[src/rtl/watermark_pkg.sv]
// ============================================================================
// watermark_pkg : shared widths, ROM generation and state encoding for mu_recover
// Rev 1.0
// ============================================================================
`default_nettype none

package watermark_pkg;

    localparam int C_MU_SIZE   = 10;
    localparam int C_W_SIZE    = 12;
    localparam int C_ROM_DEPTH = 64;
    localparam int C_ROM_IDX_W = 6;

    // 2^(-1/256) in Q32; ROM entries are successive powers of this step.
    localparam logic [63:0] C_STEP_Q32 = 64'd4283353945;

    typedef enum logic [1:0] {
        ST_IDLE   = 2'd0,
        ST_SEARCH = 2'd1,
        ST_DONE   = 2'd2
    } state_e;

    // floor(d^2 * 256) from a d^2 product whose LSB weighs 2^-(2*mu_size).
    function automatic int idx_shift(input int mu_size);
        return 2 * mu_size - 8;
    endfunction

    // round(2^(-idx/256) * 2^(w_size-1)), elaborated in integer arithmetic.
    function automatic logic [31:0] rom_entry(input int idx, input int w_size);
        logic [63:0] acc;
        acc = 64'h1_0000_0000;
        for (int k = 0; k < idx; k++) begin
            acc = ((acc * C_STEP_Q32) + 64'h8000_0000) >> 32;
        end
        acc = ((acc << (w_size - 1)) + 64'h8000_0000) >> 32;
        return acc[31:0];
    endfunction

endpackage

`default_nettype wire

[src/rtl/gauss_weight_rom.sv]
// ============================================================================
// gauss_weight_rom : combinational d_bits -> 2^(-d^2) weight (square, shift, ROM)
// Rev 1.0
// ============================================================================
`default_nettype none

module gauss_weight_rom
    import watermark_pkg::*;
#(
    parameter int MU_SIZE = C_MU_SIZE,
    parameter int W_SIZE  = C_W_SIZE
) (
    input  logic [MU_SIZE-2:0] d_bits_i,
    output logic [W_SIZE-1:0]  weight_o
);

    localparam int C_SQ_W      = 2 * (MU_SIZE - 1);
    localparam int C_IDX_SHIFT = idx_shift(MU_SIZE);

    logic [C_SQ_W-1:0]      w_d_ext;
    logic [C_SQ_W-1:0]      w_sq;
    logic [C_ROM_IDX_W-1:0] w_idx;
    logic [W_SIZE-1:0]      w_rom [C_ROM_DEPTH];

    assign w_d_ext = C_SQ_W'(d_bits_i);
    assign w_sq    = w_d_ext * w_d_ext;
    assign w_idx   = w_sq[C_IDX_SHIFT +: C_ROM_IDX_W];

    for (genvar g = 0; g < C_ROM_DEPTH; g++) begin : g_rom
        assign w_rom[g] = W_SIZE'(rom_entry(g, W_SIZE));
    end

    assign weight_o = w_rom[w_idx];

endmodule

`default_nettype wire

[src/rtl/mu_recover.sv]
// ============================================================================
// mu_recover : SAR inverse of w(mu) = 2^(-(mu-0.5)^2) on the mu >= 0.5 branch
// Rev 1.0
// ============================================================================
`default_nettype none

module mu_recover
    import watermark_pkg::*;
#(
    parameter int MU_SIZE = C_MU_SIZE,
    parameter int W_SIZE  = C_W_SIZE
) (
    input  logic               clk,
    input  logic               rst_n,
    input  logic [W_SIZE-1:0]  w_in,
    input  logic               in_valid,
    output logic               in_ready,
    output logic [MU_SIZE-1:0] mu_out,
    output logic               err,
    output logic               out_valid,
    input  logic               out_ready
);

    localparam int                C_DW    = MU_SIZE - 1;
    localparam int                C_BIT_W = $clog2(MU_SIZE);
    localparam logic [W_SIZE-1:0] C_W_ONE = W_SIZE'(1) << (W_SIZE - 1);

    state_e               state_q, state_d;
    logic [W_SIZE-1:0]    w_q, w_d;
    logic [C_DW-1:0]      dist_q, dist_d;
    logic [C_BIT_W-1:0]   bit_q, bit_d;
    logic [MU_SIZE-1:0]   mu_q, mu_d;
    logic                 err_q, err_d;
    logic                 in_ready_q, in_ready_d;
    logic                 out_valid_q, out_valid_d;

    logic [C_DW-1:0]      w_trial;
    logic [W_SIZE-1:0]    w_weight;
    logic [C_DW-1:0]      w_dist_nxt;
    logic                 w_no_sol;

    assign w_trial    = dist_q | (C_DW'(1) << bit_q);
    assign w_dist_nxt = (w_weight >= w_q) ? w_trial : dist_q;
    assign w_no_sol   = (w_q > C_W_ONE);

    gauss_weight_rom #(
        .MU_SIZE (MU_SIZE),
        .W_SIZE  (W_SIZE)
    ) u_rom (
        .d_bits_i (w_trial),
        .weight_o (w_weight)
    );

    always_comb begin
        state_d = state_q;
        w_d     = w_q;
        dist_d  = dist_q;
        bit_d   = bit_q;
        mu_d    = mu_q;
        err_d   = err_q;
        case (state_q)
            ST_IDLE: begin
                if (in_valid && in_ready_q) begin
                    w_d     = w_in;
                    dist_d  = '0;
                    bit_d   = C_BIT_W'(MU_SIZE - 2);
                    state_d = ST_SEARCH;
                end
            end
            ST_SEARCH: begin
                dist_d = w_dist_nxt;
                if (bit_q == '0) begin
                    state_d = ST_DONE;
                    err_d   = w_no_sol;
                    mu_d    = w_no_sol ? {1'b1, {C_DW{1'b0}}} : {1'b1, w_dist_nxt};
                end else begin
                    bit_d = bit_q - 1'b1;
                end
            end
            ST_DONE: begin
                if (out_ready) begin
                    state_d = ST_IDLE;
                end
            end
            default: state_d = ST_IDLE;
        endcase
        // Handshake flags are registered so both read 0 in the cycle after reset.
        in_ready_d  = (state_d == ST_IDLE);
        out_valid_d = (state_d == ST_DONE);
    end

    always_ff @(posedge clk) begin
        if (!rst_n) begin
            state_q     <= ST_IDLE;
            w_q         <= '0;
            dist_q      <= '0;
            bit_q       <= '0;
            mu_q        <= '0;
            err_q       <= 1'b0;
            in_ready_q  <= 1'b0;
            out_valid_q <= 1'b0;
        end else begin
            state_q     <= state_d;
            w_q         <= w_d;
            dist_q      <= dist_d;
            bit_q       <= bit_d;
            mu_q        <= mu_d;
            err_q       <= err_d;
            in_ready_q  <= in_ready_d;
            out_valid_q <= out_valid_d;
        end
    end

    assign in_ready  = in_ready_q;
    assign out_valid = out_valid_q;
    assign mu_out    = mu_q;
    assign err       = err_q;

endmodule

`default_nettype wire

[config.mk]
export PLATFORM = sky130hd
export DESIGN_NAME = mu_recover
export DESIGN_NICKNAME = d
export VERILOG_FILES = /design/src/rtl/watermark_pkg.sv /design/src/rtl/gauss_weight_rom.sv /design/src/rtl/mu_recover.sv
export SDC_FILE = /design/constraint.sdc
export NUM_CORES = 1
export LEC_CHECK = 0
export CORE_UTILIZATION = 50
export CTS_BUF_LIST = sky130_fd_sc_hd__clkbuf_16
export CTS_CLUSTER_SIZE = 8
export DETAILED_ROUTE_END_ITERATION = 8
export MAX_ROUTING_LAYER = met4
export PLACE_DENSITY = 0.76
export SLEW_MARGIN = 15
export SYNTH_ARGS = -nofsm -noshare
export SYNTH_HDL_FRONTEND = slang
export SYNTH_SLANG_ARGS = --single-unit
[constraint.sdc]
create_clock -name clk -period 12.09 [get_ports clk]
set_input_delay 1.209 -clock clk [delete_from_list [all_inputs] [get_ports clk]]
set_output_delay 1.209 -clock clk [all_outputs]
set_load 0.05 [all_outputs]
==> out/summary.txt <==
Outcome -> finished, violations left
Failing checks -> DRC
Post-CTS Setup Bufs -> 0
Clock Path Buffers -> 2
Fill count -> 806
Setup ws final -> 2.47 ns
Std cell rows -> 34
Critical Path RT -> 12.20 ns
Vias -> 4138
WL/cell -> 15.8 um
Slowest stage cell, crit path -> a31oi_1
Reg2reg path depth -> 35
Worst skew pair latency -> 0.28 ns
Post-synth EDFFs -> 0
Pre-CTS setup slack -> 2.67 ns
Final Cycle Share -> 79.6%
Final instance area -> 5110 um2
Synth Flop Type -> dfxtp_1
Top cell by count, worst path -> ha_1
Avg Cell Area, Syn -> 8.00 um2
Post-Place Cells -> 691
Endpoints failing hold -> 0
Total grt overflow -> 0
Arr. time, crit path -> 9.73 ns
Post-synthesis async set-or-reset flop share -> 0%
Max IR drop VDD -> 0.0000613 V
HP Class -> reg2reg
DRT met1 WL -> 4910 um
Crit end category -> flip-flop
Startpoint Class -> flip-flop
Ys Warns -> 0
Synth Area in Adders -> 29.2%
Highest Signal Layer -> met4
H-tree depth -> 2
Drt total wl -> 11000 um
Starting DRC count in detailed routing -> 219
Port bufs -> 28
Initial core utilization -> 52.4%
Vias in the first global route -> 4044
RePlAce Congestion -> 0.896
Number of distinct library cells after synthesis -> 60
Clock power frac -> 42.9%
Top cells by area, synth -> dfxtp_1 17%, ha_1 15%, fa_1 14%
Crit-path max cell delay -> 0.86 ns
CTS root buf -> clkbuf_16
DRC errors left -> 2
HPWL Detailed -> 8500 um
Leak -> 2.30 nW
Critical Path Fanout Max -> 12
Initial antenna violation count -> 0
First-pass GRT wire length -> 19100 um
Combinational Power Share -> 16.4%
Xor/xnor cell area share of the yosys netlist -> 3.72%
TritonCTS clock tree -> done
Synth area leader -> dfxtp_1
Hold path cells -> 2
Cell Area, Synth -> 4610 um2
Power share of the sequential group -> 40.7%
Post-synthesis mux area share -> 2.33%
Area delta synth->final -> 10.8%
Nets -> 694
Total power divided by cell area -> 68.0 nW/um2
Switch share -> 26.1%
Syn_nets -> 681
Placeable Area -> 8810 um2
I/O pin cnt -> 29
Remaining antenna violation count -> 0
Layout cells sized above 1 -> 4.23%
Metal2 WL -> 5410 um
Power Internal -> 0.257 mW
Cts repair resizes -> 0
GRT Overall Usage -> 24.8%
CTS clock-pin slew for the worst setup and hold paths -> 0.06 ns
CTS Buf Count -> 5
Share of the synthesized area in the top cell type -> 17.4%
Total power -> 0.348 mW
Die Wd -> 98.1 um
Largest net degree at the start of global routing -> 30
Final min period -> 9.62 ns
Clock Skew -> 0.00843 ns
F_max -> 0.104 GHz
Die Area -> 9610 um2
Post-DP Area -> 4940 um2
Hold_buf cts -> 0
Number of synthesized register bits -> 40
DR pass1 iterations -> 8
Max_slew headroom -> 25.5%
Number of max-cap violations -> 0
RSZ-0062 raised after global routing -> no
Final Max Tran Viols -> 0
Setup Crit Path Kind -> reg2reg
Routed length on met3 -> 595 um
Die H -> 98.1 um
Post-Synth Simple-Gate Area -> 18.0%
Compound-cell area share of the yosys netlist -> 21.5%
# diodes -> 0
Endpoints failing setup -> 0
TritonCTS Sinks -> 40
Main combinational cell family by area after synthesis -> adder cells
Worst-Margin Slew -> 1.11 ns
Synth Instances -> 577
Final TNS setup -> 0 ns
Sw power -> 0.0907 mW
Post-Layout Cell Count -> 699
Routed vias/inst -> 5.92
Sequential-to-total area share from yosys stat -> 17.4%
==> kinds of logic after synthesis <==
| group | Yosys count |
|---|---|
| adder cells (fa/ha/maj) | 88 |
| multiplexers | 10 |
| AND/OR/NAND/NOR | 185 |
| AO/OA/AOI/OAI | 146 |
| XOR/XNOR | 17 |
| flip-flops | 40 |
| buffers and inverters | 91 |
==> area by class of cell <==
class                      instances  area (um2)  area share [%]
multi-input combinational        446        3460            67.8
sequential                        40         801            15.7
timing repair buffer              29         288            5.63
inverter                          68         255            4.99
tap                              108         135            2.64
clock buffer                       5         125            2.45
clock inverter                     3        42.5           0.832
==> path summary, 6_finish.rpt <==
check / slack, ns / to / startpoint
worst max-delay path: 2.47 / dist_q[8] / bit_q[0]
worst min-delay path: 0.45 / mu_out[6] / mu_out[6]
worst min register to register: 0.45 / mu_out[6] / mu_out[6]
worst max register to register: 2.47 / dist_q[8] / bit_q[0]
==> metrics by stage <==
step,hold WS (ns),utilization [%]
3_3_place_gp,0.436,56.1
5_1_grt,0.491,58.0
3_5_place_dp,0.445,56.1
4_1_cts,0.459,58.0
2_1_floorplan,0.426,-
6_report,0.451,58.0
==> flip-flops by register name (all words and copies together) (netlist names) <==
name	count
out_valid	1
bit_q	4
err	1
state_q	2
in_ready	1
w_q	12
dist_q	9
mu_out	10
==> cell usage after synthesis, types with 9 or more instances <==
master,count
dfxtp_1,40
a21oi_1,25
inv_1,64
o21ai_0,36
a21o_1,12
nor2b_1,9
fa_1,33
nor2_1,53
a211oi_1,9
ha_1,55
a21boi_0,17
clkbuf_1,18
nand2_1,75
xnor2_1,9
a31oi_1,11
==> power by group through the flow <==
stage               Clock [mW]  Combinational (mW)  Sequential [mW]
CTS                      0.151              0.0569            0.141
finish                   0.149              0.0570            0.141
global route             0.157              0.0633            0.142
detailed placement           0              0.0564            0.144
global placement             0              0.0555            0.144
floorplan                    0              0.0358            0.147
==> critical path: cells and delay by family, from the launching register on <==
family,cells,cell delay [ns]
buf+inv,4,0.53
fa+ha+maj,7,2.62
compound gates,16,4.18
simple gates,6,1.28
flops,1,0.42
xor+xnor,2,0.42
==> cells in the final DEF (no fill, tap or decap), drive strengths merged, types with 4 or more instances in the layout <==
cell / count
ha: 55
clkinv: 6
xor2: 6
a31oi: 11
clkdlybuf4s50: 28
clkbuf: 5
nor2: 53
dfxtp: 40
o21ai: 37
mux2i: 7
inv: 64
nand3: 8
nand2: 75
a211oi: 10
a21boi: 17
and2: 4
nor3b: 4
fa: 33
nor2b: 9
or2: 6
xnor2: 11
o211ai: 8
nor3: 7
a21oi: 25
nand4: 4
nor4: 6
a21o: 12
==> layer usage <==
| layer | vias up | track usage (%) |
|---|---|---|
| li1 | 1996 | - |
| met1 | 1976 | 32.0 |
| met2 | 156 | 41.2 |
| met3 | 10 | 2.86 |
| met4 | 0 | 6.53 |
| met5 | - | - |
No activity file was read; power rests on OpenSTA's default activity.
